--- src/rtl/instr_fetch.sv ---
// Instruction fetch stage: issues one request per RUN cycle, returns memory data the next cycle,
// holds it under stall, squashes on redirect, stops on the halt encoding and keeps performance counters.
module instr_fetch #(
  parameter int                     instr_width = 9,
  parameter int                     count_width = 16,
  parameter logic [instr_width-1:0] halt_instr  = 9'h1FF
) (
  input  logic                   clk,
  input  logic                   reset,
  input  logic                   start,
  input  logic [instr_width-1:0] pc_in,
  input  logic                   redirect,
  input  logic                   stall,
  output logic [instr_width-1:0] mem_addr,
  input  logic [instr_width-1:0] mem_rdata,
  output logic [instr_width-1:0] instr_out,
  output logic                   instr_valid,
  output logic                   busy,
  output logic                   done,
  output logic [count_width-1:0] instr_count,
  output logic [count_width-1:0] cycle_count
);

  typedef enum logic [1:0] {
    IDLE = 2'd0,
    RUN  = 2'd1,
    DONE = 2'd2
  } state_t;

  state_t state, state_nxt;

  logic                   pend_p1;
  logic                   hold_vld_p1;
  logic [instr_width-1:0] hold_data_p1;

  logic run;
  logic accept;
  logic halt_hit;
  logic issue;
  logic capture;

  function automatic logic [count_width-1:0] sat_inc(input logic [count_width-1:0] v);
    return (&v) ? v : v + 1'b1;
  endfunction

  // Fetch stage p0: request decision and output selection for the current cycle
  always_comb begin
    run         = (state == RUN);
    mem_addr    = pc_in;
    busy        = run;
    instr_valid = run && (hold_vld_p1 || pend_p1);
    instr_out   = '0;
    if (instr_valid) begin
      instr_out = hold_vld_p1 ? hold_data_p1 : mem_rdata;
    end
    accept   = instr_valid && !stall;
    halt_hit = accept && (instr_out == halt_instr);
    done     = halt_hit && !start;
    // A stalled valid instruction blocks new requests; the halt ends fetching outright.
    issue    = run && !halt_hit && (!stall || !instr_valid);
    capture  = run && instr_valid && stall;
  end

  always_comb begin
    state_nxt = state;
    if (start) begin
      state_nxt = RUN;
    end else begin
      case (state)
        IDLE:    state_nxt = IDLE;
        RUN:     if (halt_hit) state_nxt = DONE;
        DONE:    state_nxt = DONE;
        default: state_nxt = IDLE;
      endcase
    end
  end

  always_ff @(posedge clk or posedge reset) begin
    if (reset) begin
      state <= IDLE;
    end else begin
      state <= state_nxt;
    end
  end

  // Fetch stage p1: in-flight request and hold register control
  always_ff @(posedge clk or posedge reset) begin
    if (reset) begin
      pend_p1     <= 1'b0;
      hold_vld_p1 <= 1'b0;
    end else if (start) begin
      pend_p1     <= 1'b0;
      hold_vld_p1 <= 1'b0;
    end else begin
      pend_p1     <= issue && !redirect;
      hold_vld_p1 <= capture;
    end
  end

  always_ff @(posedge clk) begin
    if (capture) begin
      hold_data_p1 <= instr_out;
    end
  end

  // Counter stage p1: saturating performance counters, frozen outside RUN
  always_ff @(posedge clk or posedge reset) begin
    if (reset) begin
      instr_count <= '0;
      cycle_count <= '0;
    end else if (start) begin
      instr_count <= '0;
      cycle_count <= '0;
    end else if (run) begin
      cycle_count <= sat_inc(cycle_count);
      if (accept) begin
        instr_count <= sat_inc(instr_count);
      end
    end
  end

endmodule

--- config.mk ---
export PLATFORM = sky130hd
export DESIGN_NAME = instr_fetch
export DESIGN_NICKNAME = d
export VERILOG_FILES = /design/src/rtl/instr_fetch.sv
export SDC_FILE = /design/constraint.sdc
export NUM_CORES = 1
export LEC_CHECK = 0
export CAP_MARGIN = 10
export CORE_MARGIN = 5
export CORE_UTILIZATION = 49
export CTS_BUF_LIST = sky130_fd_sc_hd__clkbuf_2 sky130_fd_sc_hd__clkbuf_4 sky130_fd_sc_hd__clkbuf_8
export DETAILED_ROUTE_END_ITERATION = 10
export PLACE_DENSITY = 0.83
export SYNTH_ARGS = -nofsm -noshare
export SYNTH_HDL_FRONTEND = slang
export SYNTH_SLANG_ARGS = --single-unit
--- constraint.sdc ---
create_clock -name clk -period 2.61 [get_ports clk]
set_clock_uncertainty 0.1 [all_clocks]
set_input_delay 0.522 -clock clk [delete_from_list [all_inputs] [get_ports clk]]
set_output_delay 0.522 -clock clk [all_outputs]
set_load 0.01 [all_outputs]
==> impl_results.md <==
- Status: complete, no violations
- Synth top area share: 0.362
- Initial antenna violation count: 0
- Fin crit share: 0.979
- Final setup TNS: 0 ps
- Footprint of the multi-input gates: 0.00118 mm²
- F_max: 391 MHz
- Min-delay src: state[0]$_DFFE_PP0P_
- Worst r2r src: state[1]$_DFFE_PP0P_
- Setup WS pre-CTS: -236 ps
- Leakage: 1.27 nW
- Synth area leader: dfrtp_1
- Tot Pwr: 1.53 mW
- Vias in the first global route: 2,108
- Slew HR: 0.535
- # fillers: 432
- Min Hold Slack: 460 ps
- Initial DRT Pass Iterations: 4
- Hold Fails Final Rpt: 0
- Sequential Power Share: 0.509
- Register area: 0.00117 mm²
- Final WL: 5870 µm
- Hold endpoint: state[0]$_DFFE_PP0P_
- Hold WC Path Type: register to register
- Die ar.: 0.00661 mm²
- Unrepaired setup endpoints after global routing: false
- Starting DRT DRC Count: 82
- Fin. max-slew vios: 0
- Setup violators final: 0
- GRT Util Overall: 0.191
- Syn_nets: 283
- Top_reg_cell synth: dfrtp_1
- Post-route ant nets: 0
- Crit Path Category: input pin to output port
- Area of the core: 0.00501 mm²
- Post-Route M1 WL: 2610 µm
- Met3 WL post-DR: 344 µm
- Layout cells sized above 1: 0.108
- Total grt overflow: 0
- Die Height: 81.3 µm
- # clock sinks: 45
- Internal power: 1.12 mW
- WL met2: 2890 µm
- Highest Signal Layer: met4
- I/O Pins: 76
- CTS tree: built
- Cell count of the worst hold path: 1
- CTS root buf: clkbuf_8
- DP Cell Count: 378
- Antenna fix cells: 0
- Clock transition at the registers of the reported paths: 80 ps
- Switch Pwr: 0.404 mW
- Yosys Warn Count: 0
- Post-synth top cells: 43 x nor2_1, 36 x dfrtp_1, 17 x nand2_1, 14 x xor2_1
- Global-route wire length before repair: 9900 µm
- Via count: 2,107
- Chip Width: 81.3 µm
- R2R cell count: 8
- Remaining DRCs: 0
- Crit path DAT: 1930 ps
- Placement Cell Area: 0.00312 mm²
- Synthesized cell area: 0.00249 mm²
- Worst setup margin: 54.3 ps
- Crit. End Element: output port
- Pin count of the biggest net entering global routing: 37
- Ratio of total power to cell area: 473 mW/mm²
- Gpl congestion: 0.856
- R2R Setup Slk: 420 ps
- Seq cells post-synth: 45
- Synthesized area per cell: 9.69 µm²
- CTS hold repair buffers: 0
- Starting density of the core: 0.497
- Distinct cell type count of the synthesized netlist: 45
- Final min period: 2560 ps
- Number of CTS-inserted buffers: 5
- FF-to-FF End: cycle_count[14]$_DFFE_PP0P_
- Post-Syn Instances: 257
- Clock Power Share: 0.300
- Worst setup SP type: input pin
- Post-synth ARST share: 0.800
- Worst-case clock buffer depth: 2
- Final instance area: 0.00323 mm²
- Area grow syn2layout: 29.7%
- Final non-filler cell total: 386
- Layout Nets: 341
- Dpl hpwl: 4340 µm
- CP max FO: 2
- Clk_lat worst skew: 290 ps
- Per-cell routed wire length: 15.2 µm
- Core Rows: 26
- Least-Margin Pin Slew: 692 ps
- Logic pwr share: 0.191
- Switching Fraction: 0.265
- CP Data Required Time: 1990 ps
- Post-synth EDFFs: 9
- Max cap viols: 0
- Register area share after synthesis: 0.470
- Most common cell in the synthesized netlist: nor2_1
- Final core occ: 0.645
- Number of vias per cell: 5.46
- Leading post-synthesis cells by cell area: dfrtp_1 36%, edfxtp_1 11%, nor2_1 6.5%
- Htree depth: 2
- Port buffer count: 57
- Maximum VDD drop: 0.000277 V
## layout by cell type, fill, tap and decap left out, types with 3 or more instances in the layout
cell              n
nor4_1            5
nor3_1            7
buf_4            13
nand2_1          17
edfxtp_1          9
clkbuf_8          6
dfrtp_1          35
ha_1              3
xor2_1           14
o21ai_0           7
nand4_1           4
xnor2_1          10
and3_1            4
nor2_1           43
clkdlybuf4s50_1  52
nand3b_1          3
a21oi_1           8
o211ai_1          8
dlygate4sd2_1     4
nand3_1           9
inv_1             7
and4_1            3
mux2i_1           7
## per-layer routing
| layer | track usage | vias up |
|---|---|---|
| li1 | - | 1023 |
| met4 | 0.0507 | 0 |
| met2 | 0.318 | 50 |
| met5 | 0 | - |
| met3 | 0.0466 | 2 |
| met1 | 0.248 | 1032 |
## kinds of logic after synthesis
family / after synthesis / share of synthesized area
multiplexers: 8 / 0.0327
adder cells (fa/ha/maj): 3 / 0.0151
AO/OA/AOI/OAI: 40 / 0.109
buffers and inverters: 26 / 0.0593
flip-flops: 45 / 0.470
AND/OR/NAND/NOR: 111 / 0.229
XOR/XNOR: 24 / 0.0844
## final cells by class
cell class | instances | area share
Multi-Input combinational cell | 186 | 0.365
Sequential cell | 45 | 0.363
Timing Repair Buffer | 70 | 0.206
Clock buffer | 8 | 0.0302
Tap cell | 70 | 0.0271
Inverter | 7 | 0.00814
## sequential cells by signal, indices dropped and copies added, names as in the netlist
| signal | cells |
|---|---|
| state | 2 |
| cycle_count | 16 |
| hold_vld_p1 | 1 |
| pend_p1 | 1 |
| hold_data_p1 | 9 |
| instr_count | 16 |
## critical path, stage by stage
cell	delay [ps]
clkdlybuf4s50_1	450
nand3b_1	90
a21oi_1	210
buf_4	140
clkdlybuf4s50_1	520
## power by group through the flow
| stage | registers (mW) | logic (mW) | clock network, mW |
|---|---|---|---|
| floorplan | 0.787 | 0.168 | 0 |
| global placement | 0.787 | 0.287 | 0 |
| detailed placement | 0.790 | 0.296 | 0 |
| CTS | 0.776 | 0.295 | 0.470 |
| global route | 0.780 | 0.325 | 0.501 |
| finish | 0.776 | 0.292 | 0.458 |
## how the worst max path moves through the flow
stage                               startpoint           end  slack (ps)
after global placement            mem_rdata[0]          done        -200
after detailed placement          mem_rdata[0]          done        -240
after CTS                 state[1]$_DFFE_PP0P_  instr_out[2]          20
final                             mem_rdata[8]  instr_out[8]          50
after global routing              mem_rdata[8]  instr_out[8]           3
after floorplan           state[1]$_DFFE_PP0P_          done         580
## timing repair
item                       in CTS  in global routing
buffers inserted                0                  0
setup endpoints to repair       4                  4
pin swaps                       0                  0
resized for setup               5                  3
Power figures use the tool's default switching activity.
